File: src/rtl/rs232_tx.sv
// Buffers bytes in a FIFO and writes each one to an Avalon-MM UART once its status register reports TX ready.
// A write needs at least 3 cycles (query, send, idle). The bus is stalled by avm_waitrequest. Input is refused while the FIFO is full.
module rs232_tx #(
   parameter int         FIFO_DEPTH  = 16,
   parameter logic [4:0] STATUS_ADDR = 5'd8,
   parameter logic [4:0] TX_ADDR     = 5'd4,
   parameter int         TX_OK_BIT   = 6
) (
   input  logic        avm_clk,
   input  logic        avm_rst,
   output logic [4:0]  avm_address,
   output logic        avm_read,
   input  logic [31:0] avm_readdata,
   output logic        avm_write,
   output logic [31:0] avm_writedata,
   input  logic        avm_waitrequest,
   input  logic [7:0]  i_data,
   input  logic        i_valid,
   output logic        o_ready,
   output logic        o_busy,
   output logic [15:0] o_tx_count
);

   localparam int AW = (FIFO_DEPTH > 1) ? $clog2(FIFO_DEPTH) : 1;
   localparam int CW = AW + 1;

   typedef enum logic [1:0] {IDLE, QUERY, SEND} state_t;

   state_t         state, state_nxt;
   logic [7:0]     mem [FIFO_DEPTH];
   logic [AW-1:0]  wr_ptr, rd_ptr;
   logic [CW-1:0]  occupancy;
   logic [15:0]    tx_count;
   logic           push, pop;
   logic           unused_readdata;

   assign unused_readdata = ^avm_readdata;

   assign o_ready    = (occupancy < CW'(FIFO_DEPTH));
   assign push       = i_valid & o_ready;
   assign pop        = (state == SEND) & ~avm_waitrequest;
   assign o_busy     = (occupancy != '0) | (state != IDLE);
   assign o_tx_count = tx_count;

   // Storage is not reset: the pointers alone define which entries are live.
   always_ff @(posedge avm_clk) begin
      if (push) begin
         mem[wr_ptr] <= i_data;
      end
   end

   always_ff @(posedge avm_clk or negedge avm_rst) begin
      if (!avm_rst) begin
         wr_ptr    <= '0;
         rd_ptr    <= '0;
         occupancy <= '0;
      end else begin
         if (push) begin
            wr_ptr <= wr_ptr + AW'(1);
         end
         if (pop) begin
            rd_ptr <= rd_ptr + AW'(1);
         end
         case ({push, pop})
            2'b10:   occupancy <= occupancy + CW'(1);
            2'b01:   occupancy <= occupancy - CW'(1);
            default: occupancy <= occupancy;
         endcase
      end
   end

   // A failed status poll returns to IDLE, which creates the one-cycle gap before the next poll.
   always_comb begin
      state_nxt = state;
      case (state)
         IDLE: begin
            if (occupancy != '0) begin
               state_nxt = QUERY;
            end
         end
         QUERY: begin
            if (!avm_waitrequest) begin
               state_nxt = avm_readdata[TX_OK_BIT] ? SEND : IDLE;
            end
         end
         SEND: begin
            if (!avm_waitrequest) begin
               state_nxt = IDLE;
            end
         end
         default: state_nxt = IDLE;
      endcase
   end

   always_ff @(posedge avm_clk or negedge avm_rst) begin
      if (!avm_rst) begin
         state <= IDLE;
      end else begin
         state <= state_nxt;
      end
   end

   // Bus strobes are decoded from the next state, so they are registered and match the state exactly.
   always_ff @(posedge avm_clk or negedge avm_rst) begin
      if (!avm_rst) begin
         avm_read      <= 1'b0;
         avm_write     <= 1'b0;
         avm_address   <= '0;
         avm_writedata <= '0;
         tx_count      <= '0;
      end else begin
         avm_read  <= (state_nxt == QUERY);
         avm_write <= (state_nxt == SEND);
         if (state_nxt == QUERY) begin
            avm_address <= STATUS_ADDR;
         end else if (state_nxt == SEND) begin
            avm_address <= TX_ADDR;
         end
         if ((state != SEND) && (state_nxt == SEND)) begin
            avm_writedata <= {24'b0, mem[rd_ptr]};
         end
         if (pop) begin
            tx_count <= tx_count + 16'd1;
         end
      end
   end

endmodule
File: config.mk
export PLATFORM = sky130hd
export DESIGN_NAME = rs232_tx
export DESIGN_NICKNAME = d
export VERILOG_FILES = /design/src/rtl/rs232_tx.sv
export SDC_FILE = /design/constraint.sdc
export NUM_CORES = 1
export LEC_CHECK = 0
export ABC_AREA = 1
export CAP_MARGIN = 10
export CORE_MARGIN = 3
export CORE_UTILIZATION = 25
export CTS_CLUSTER_DIAMETER = 100
export DETAILED_ROUTE_END_ITERATION = 10
export PLACE_DENSITY = 0.51
export SLEW_MARGIN = 25
export SYNTH_ARGS = -nofsm -noshare
export SYNTH_HDL_FRONTEND = slang
export SYNTH_SLANG_ARGS = --single-unit
File: constraint.sdc
create_clock -name avm_clk -period 2.1 [get_ports avm_clk]
set_clock_uncertainty 0.1 [all_clocks]
set_input_delay 0.21 -clock avm_clk [delete_from_list [all_inputs] [get_ports avm_clk]]
set_output_delay 0.21 -clock avm_clk [all_outputs]
set_load 0.1 [all_outputs]
; Yosys cells after proc, flatten, opt, wreduce, memory -nomap -nowiden
; Memories as Yosys holds them, arrays and structs flattened. A register that Yosys moved wholly into a read port is not among the register bits.
; Cells that the tools add are included.
[word_totals]
inputBits = 44
word_cells = 43
reg_bits = 38
ram_bits = 128
n_memories = 1
[mem_list]
columns = name, words, width, read_ports, rd_clocked_by_memory_dff, wr, line_no
row1 = mem, 16, 8, 1, 1, 1, 30  ; logic [7:0] mem [FIFO_DEPTH];
[classes]
muxes = 10
order_cmp = 1
eq_ne = 7
n_bitwise = 4
reduce_logical = 7
addsub = 5
[op_table]
columns = cell, count
row1 = 16-bit by 1-bit adder with 16-bit output (second input constant), 1
row2 = 5-bit two-way mux, 2
row3 = 5-bit one-hot mux with 2 select lines, 1
row4 = 4-bit by 1-bit adder with 4-bit output (second input constant), 2
row5 = 2-bit two-way mux, 4
row6 = 2-bit by 1-bit == test with 1-bit output (second input constant), 3
row7 = 2-bit == test (second input constant), 3
row8 = 2-bit one-hot mux with 3 select lines, 1
row9 = 2-bit nonzero test, 3
row10 = 5-bit by 1-bit adder with 5-bit output (second input constant), 1
row11 = 5-bit < comparator (second input constant), 1
row12 = 5-bit nonzero test, 1
row13 = 5-bit by 1-bit subtractor with 5-bit output (second input constant), 1
row14 = 1-bit AND, 2
row15 = 2-bit logical NOT, 1
row16 = 1-bit two-way mux, 2
row17 = 2-bit != test (second input constant), 1
row18 = 1-bit logical AND, 1
row19 = 1-bit logical NOT, 1
row20 = 1-bit inverter, 1
row21 = 1-bit bitwise OR, 1

; Longest topological paths before layout
; Gate-level depths: netlist of the first run.
[logic_depth]
ltp_word = 6
mapped_depth = 13
mapped_depth_nobuf = 13

; Worst setup path before layout of the first run
; No wires, ideal clock.
[synth_timing]
path_type = register to register
start = register occupancy[4]
end = register occupancy[4]
setup_ns = 0.117
n_path_buf = 0
stages_incl_launch_ff = 13
slack_ns = -0.541
period_less_slack_ns = 2.641
t_arrival_ns = 2.424
path_cell_list = dfrtp_1 inv_1 nand2_1 ha_1 xor2_1 ha_1 inv_1 nand2_1 nand3_1 nand2_1 xor2_1 nand2_1 nand2_1
[synth_between]
elab_chain_len = 4
elab_cells_between_ends = 8
cone_classes = add/sub: 2 / order compare: 1 / eq/ne: 2 / mux: 1 / bitwise: 1 / reduce/logical: 1
[synth_rtl]
columns = element, line_no
row1 = from (decl), 32  ; logic [CW-1:0] occupancy;
row2 = from (signal assigned), 65  ; 2'b10: occupancy <= occupancy + CW'(1);
row3 = from (signal assigned), 66  ; 2'b01: occupancy <= occupancy - CW'(1);
row4 = from (signal assigned), 67  ; default: occupancy <= occupancy;
row5 = 5-bit < comparator (*), 39  ; assign o_ready = (occupancy < CW'(FIFO_DEPTH));
row6 = net o_ready, 19  ; output logic o_ready,
row7 = 1-bit AND (*), 40  ; assign push = i_valid & o_ready;
row8 = 2-bit by 1-bit == test with 1-bit output or 2-bit == test (tied branches), 64  ; case ({push, pop})
row9 = 5-bit one-hot mux with 2 select lines or 2-bit nonzero test (tied branches), -
; The timed path passes the listed nets; every way through them passes the cells marked *.
; A chain may end at the register's enable or synchronous reset.

; Worst setup path in the final report of the first run
[layout_timing]
start = register occupancy[1]
end = output o_busy
[layout_between]
elab_chain_len = 2
[layout_rtl]
columns = element, line_no
row1 = 5-bit nonzero test, 42  ; assign o_busy = (occupancy != '0) | (state != IDLE);
row2 = 1-bit bitwise OR, 42
row3 = to (decl), 20  ; output logic o_busy,
; No other way between the ends.

==> results of run 1 <==
## final cells by class
type | count | area, um2
clock buffers | 22 | 478.0
clock inverters | 10 | 98.84
fillers | 3048 | 20200
inverters | 33 | 128.9
multi-input cells | 469 | 2206
flip-flops and latches | 171 | 4921
well taps | 384 | 480.5
repair buffers | 79 | 658.1
## cells by family (layout without fill, tap and decap cells)
logic type,after synthesis,in the layout,share of synthesized area [%]
buffers and inverters,85,144,6.572
multiplexers,1,1,0.1501
adder cells (fa/ha/maj),13,13,2.169
AND/OR/NAND/NOR,395,395,22.29
XOR/XNOR,18,18,2.102
flip-flops,171,171,65.59
AO/OA/AOI/OAI,15,15,1.084
other,1,27,0.04999
## per-stage QoR
stage	setup slack, ps	cell area, um2
final	208.7	8971
after CTS	172.0	8964
after detailed placement	-31.88	8377
after global routing	0.4721	8971
after floorplan	-189.4	7622
after global placement	-40.64	8377
## flip-flops by register name (all words and copies together) (netlist names)
register / cells
occupancy: 5
state: 2
avm_writedata: 8
o_tx_count: 16
rd_ptr: 4
avm_write: 1
mem: 128
avm_address: 2
avm_read: 1
wr_ptr: 4
## worst max-delay path, stage by stage (launching register included)
cell and delay, ps:
dfrtp_1 420, nor3_1 330, nand4_1 200, buf_12 220
## synth_stat cells
cell type,count,area share (%)
nand2_1,250,13
edfxtp_1,128,51
nand3_1,103,6.9
dfrtp_1,43,14
buf_4,29,2.9
inv_1,28,1.4
nor2_1,25,1.3
buf_2,15,1.0
ha_1,13,2.2
xor2_1,13,1.5
o21ai_0,8,0.53
buf_6,6,0.90
nand4_1,6,0.50
xnor2_1,5,0.58
nor3_1,3,0.20
a21oi_1,2,0.13
clkbuf_1,2,0.10
clkinv_1,2,0.10
inv_2,2,0.10
nand3b_1,2,0.20
nor2_2,2,0.17
o21ai_1,2,0.13
a21boi_0,1,0.10
clkinv_2,1,0.067
conb_1,1,0.050
mux2_2,1,0.15
nand2_2,1,0.083
nand3_2,1,0.13
nand3_4,1,0.23
nor3_2,1,0.13
o21bai_1,1,0.10
o22ai_1,1,0.083
## power breakdown
group | leakage (nW) | switching (mW) | total [mW] | internal, mW
clock | 0.293 | 1.31 | 3.08 | 1.77
sequential | 1.70 | 0.270 | 4.40 | 4.13
combinational | 1.71 | 3.54 | 4.86 | 1.32
total | 3.70 | 5.12 | 12.3 | 7.21
## layer usage
layer	vias up	GRT usage [%]	wire length (um)
met5	-	0	0
met4	0	2.674	157
met3	8	2.202	646
met2	93	17.70	8044
met1	2378	14.86	7855
li1	2432	-	-
## repair_timing
| action | in CTS | in global routing |
|---|---|---|
| hold endpoints to repair | 18 | 0 |
| endpoints found under the setup margin | 0 | 1 |
| setup buffers | 0 | 1 |
| hold buffers | 1 | 0 |
## path summary, 6_finish.rpt
kind,endpoint,slack [ps]
worst min-delay path,o_tx_count[10],180
min in group avm_clk,state[1],360
worst max register to register,avm_writedata[0],220
max in group asynchronous,rd_ptr[0],1130
worst max-delay path,o_busy,210
worst min register to register,avm_writedata[3],380
==> flow_summary.toml, run 1 <==
[die]
core_area_um2 = 29170
initial_core_util_pct = 25.72
dieArea_um2 = 32120
row_count = 62
num_io_pins = 101
die_w_um = 179.2
die_h_um = 179.2

[finish]
final_core_util_pct = 30.76
drive_gt1_share_pct = 14.29
final_nets = 828
syn_to_final_growth_pct = 19.60
fin_cells = 1168
diodes = 0
final_common_cell = "nand2_1"
layout_common_cells = "nand2_1 (249), edfxtp_1 (128), nand3_1 (103)"

[clock_network]
cts_root_buffer = "clkbuf_16"
cts_tree = "done"
path_clk_slew_ps = 70
clock_path_buffers = 2
clk_latency_ps = 420
cts.sinks = 171
ctsResizeCount = 0
cts_inserted_buffers = 17
htree_levels = 4

[global_routing]
overflow = 0
antenna_found_initial = 0
grt_max_degree = 42
grt_pass1_vias = 4790
grt_pass1_wl_um = 26720
grt_use_total_pct = 10.86

[routing]
antenna_left = 0
wl_per_cell_um = 14.30
vias = 4911
viasPerCell = 4.205
first_pass_iters = 4
routed_wl_um = 16700
drtIter0Drc = 332
drcViolationCount = 0

[sta]
maxSlewViolCount = 0
rsz0062_at_grt = "no"
fmax_ghz = 0.5287
period_needed_ps = 1891
fin_setup_tns_ps = 0
final_hold_viol_count = 0
tightest_slew_ps = 648.7
holdWs_ps = 182.1
slew_headroom_pct = 56.62
setup_viol = 0
final.period_utilization_pct = 90.06

[power_and_ir_drop]
p_leak_nw = 3.705
finalPower_mw = 12.33
vdd_drop_max_uv = 899.7
cellPowerDensity_nw_per_um2 = 1375

[placed_design]
place.gp.congestion = 0.7782
place_hpwl_um = 11370
dp_cells = 1134
place.port_buffers = 42

[outcome]
status = "complete, no violations"

[worst_setup_path]
cp-startpoint = "occupancy[1]"
cp.arrival_ps = 1580
end_kind = "output port"
critPathKind = "flip-flop to output port"
critPathMaxFanout = 4
r2r_cells = 10
worstPathRequired_ps = 1790
cp-start-kind = "flip-flop"
reg2reg_from = "occupancy[1]"

[job]
drv_cap = 0

[yosys]
synthCells = 699
ys_types = 32
synth_seq_cells = 171
syn-cell-area_um2 = 7501
seq_area_frac_synth_pct = 65.59
syn_area_per_cell_um2 = 10.73
yosysWarnings = 0

[worst_hold_path]
hold_path.class = "input port to asynchronous set/reset pin"
Note: power is estimated with default switching activity, not from simulation.
==> inputs of run 2 (changes only) <==
--- a/config.mk
+++ b/config.mk
@@ -9,9 +9,9 @@
 export CAP_MARGIN = 10
 export CORE_MARGIN = 3
 export CORE_UTILIZATION = 25
+export CTS_BUF_LIST = sky130_fd_sc_hd__clkbuf_16
 export CTS_CLUSTER_DIAMETER = 100
 export DETAILED_ROUTE_END_ITERATION = 10
-export PLACE_DENSITY = 0.51
 export SLEW_MARGIN = 25
 export SYNTH_ARGS = -nofsm -noshare
 export SYNTH_HDL_FRONTEND = slang
==> flow_summary.toml, run 2 (synthesis results as in run 1) <==
[worst_setup_path]
crit_chain = "clkinvlp_4, nand2_4, ha_4, xor2_1, ha_1, inv_1, nand2_1, nand3_1, nand2_1, xor2_1, nand2_1, nand2_1"
end_kind = "flip-flop"
cpMaxStageDelayCell = "dfrtp_1"
slowest_delay_ps = 390
crit_buf_inv = 2
cp-start-kind = "flip-flop"
worstPathRequired_ps = 2370
crit_top_cell = "nand2_1"
critPathMaxFanout = 4
path_delay_family = "simple AND/OR/NAND/NOR gates"
cp.arrival_ps = 2120
critPathKind = "flip-flop to flip-flop"

[die]
initial_core_util_pct = 25.72
row_count = 62
dieArea_um2 = 32120
die_h_um = 179.2
num_io_pins = 101
core_area_um2 = 29170
die_w_um = 179.2

[routing]
first_pass_iters = 4
wl_per_cell_um = 13.50
routed_wl_um = 15710
drtIter0Drc = 234
drcViolationCount = 0
antenna_left = 0
vias = 4804
viasPerCell = 4.127

[clock_network]
cts_inserted_buffers = 17
clock_path_buffers = 2
clk_latency_ps = 430
cts.sinks = 171
cts_tree = "done"
cts_root_buffer = "clkbuf_16"
path_clk_slew_ps = 70
htree_levels = 4

[power_and_ir_drop]
switching_share_pct = 42.43
p_leak_nw = 3.657
cellPowerDensity_nw_per_um2 = 1356
pwr-share-clk_pct = 23.9
vdd_drop_max_uv = 657.0
p_sw_mw = 5.136
internal_power_mw = 6.969
power_frac_seq_pct = 36.1
combPwrFrac_pct = 40.0

[sta]
holdWs_ps = 294.6
final.period_utilization_pct = 88.31
maxSlewViolCount = 0
period_needed_ps = 1855
tightest_slew_ps = 643.4
rsz0062_at_grt = "no"
slew_headroom_pct = 56.97
final_hold_viol_count = 0
fmax_ghz = 0.5392
fin_setup_tns_ps = 0
layout_setup_ws_ps = 245.4
setup_viol = 0

[worst_hold_path]
hold_path.class = "input port to asynchronous set/reset pin"

[global_routing]
grt_pass1_wl_um = 24110
grt_use_total_pct = 9.910
grt_max_degree = 67
antenna_found_initial = 0
overflow = 0
grt_pass1_vias = 4448

[placed_design]
place.gp.congestion = 0.7771
place_ws_ps = -43.16
place_hpwl_um = 10260
placed_area_um2 = 8359
place.port_buffers = 42
dp_cells = 1130

[finish]
fin_cells = 1164
diodes = 0
drive_gt1_share_pct = 13.72
final_common_cell = "nand2_1"
regMostFlops = "mem"
largest_register_ffs = 128
layout_common_cells = "nand2_1 (249), edfxtp_1 (128), nand3_1 (103)"
final_nets = 824
stdcell_area_um2 = 8930
syn_to_final_growth_pct = 19.05

[outcome]
status = "complete, no violations"

[job]
drv_cap = 0
## run 2: cell types whose count changed in the layout (fill, tap and decap cells not counted), sizes merged
cell,before,now
bufinv,1,0
clkinvlp,1,6
clkbuf,22,17
inv,38,35
clkinv,3,7
buf,67,63
## run 2: tightest hold or removal path: stages
cell	delay, ps
dlygate4sd3_1	520
buf_2	90
buf_4	450
## run 2: layout make-up
class,count,area (um2)
clock inverters,15,122.6
multi-input cells,469,2211
fillers,2985,20240
clock buffers,17,425.4
flip-flops and latches,171,4921
well taps,384,480.5
inverters,33,128.9
repair buffers,75,640.6
## run 2: what timing repair did
action,4_1_cts,5_1_grt
buffers inserted,0,1
setup endpoints to repair,0,8
resized for setup,0,1
hold buffers,1,0
hold endpoints to repair,43,0
## run 2: through the flow
| stage | power (mW) | utilization, % |
|---|---|---|
| 3_5_place_dp | 9.300 | 28.66 |
| 2_1_floorplan | 8.039 | - |
| 4_1_cts | 12.19 | 30.57 |
| 5_1_grt | 12.83 | 30.62 |
| 6_report | 12.10 | 30.62 |
| 3_3_place_gp | 9.253 | 28.66 |
## run 2: path summary, 6_finish.rpt
| path | depth (start not counted) | slack, ps | start | end |
|---|---|---|---|---|
| worst min register to register | 2 | 380 | avm_writedata[4] | avm_writedata[4] |
| worst min-delay path | 3 | 290 | avm_rst | o_tx_count[13] |
| worst max-delay path | 12 | 250 | occupancy[4] | occupancy[4] |
| max in group asynchronous | 3 | 1170 | avm_rst | rd_ptr[0] |
| min in group avm_clk | 3 | 340 | i_valid | wr_ptr[0] |
| worst max register to register | 12 | 250 | occupancy[4] | occupancy[4] |
## run 2: per-layer routing
layer | track usage, % | wire length (um) | vias up
li1 | - | - | 2423
met5 | 0 | 0 | -
met1 | 13.09 | 7143 | 2273
met3 | 2.351 | 768 | 8
met2 | 16.33 | 7677 | 100
met4 | 2.706 | 123 | 0
## run 2: power groups by stage
| stage | Combinational [mW] | Clock (mW) | Sequential [mW] |
|---|---|---|---|
| 2_1_floorplan | 2.78 | 0 | 5.25 |
| 3_3_place_gp | 4.82 | 0 | 4.44 |
| 3_5_place_dp | 4.86 | 0 | 4.44 |
| 4_1_cts | 4.87 | 2.95 | 4.37 |
| 5_1_grt | 5.33 | 3.08 | 4.42 |
| 6_report | 4.84 | 2.89 | 4.37 |
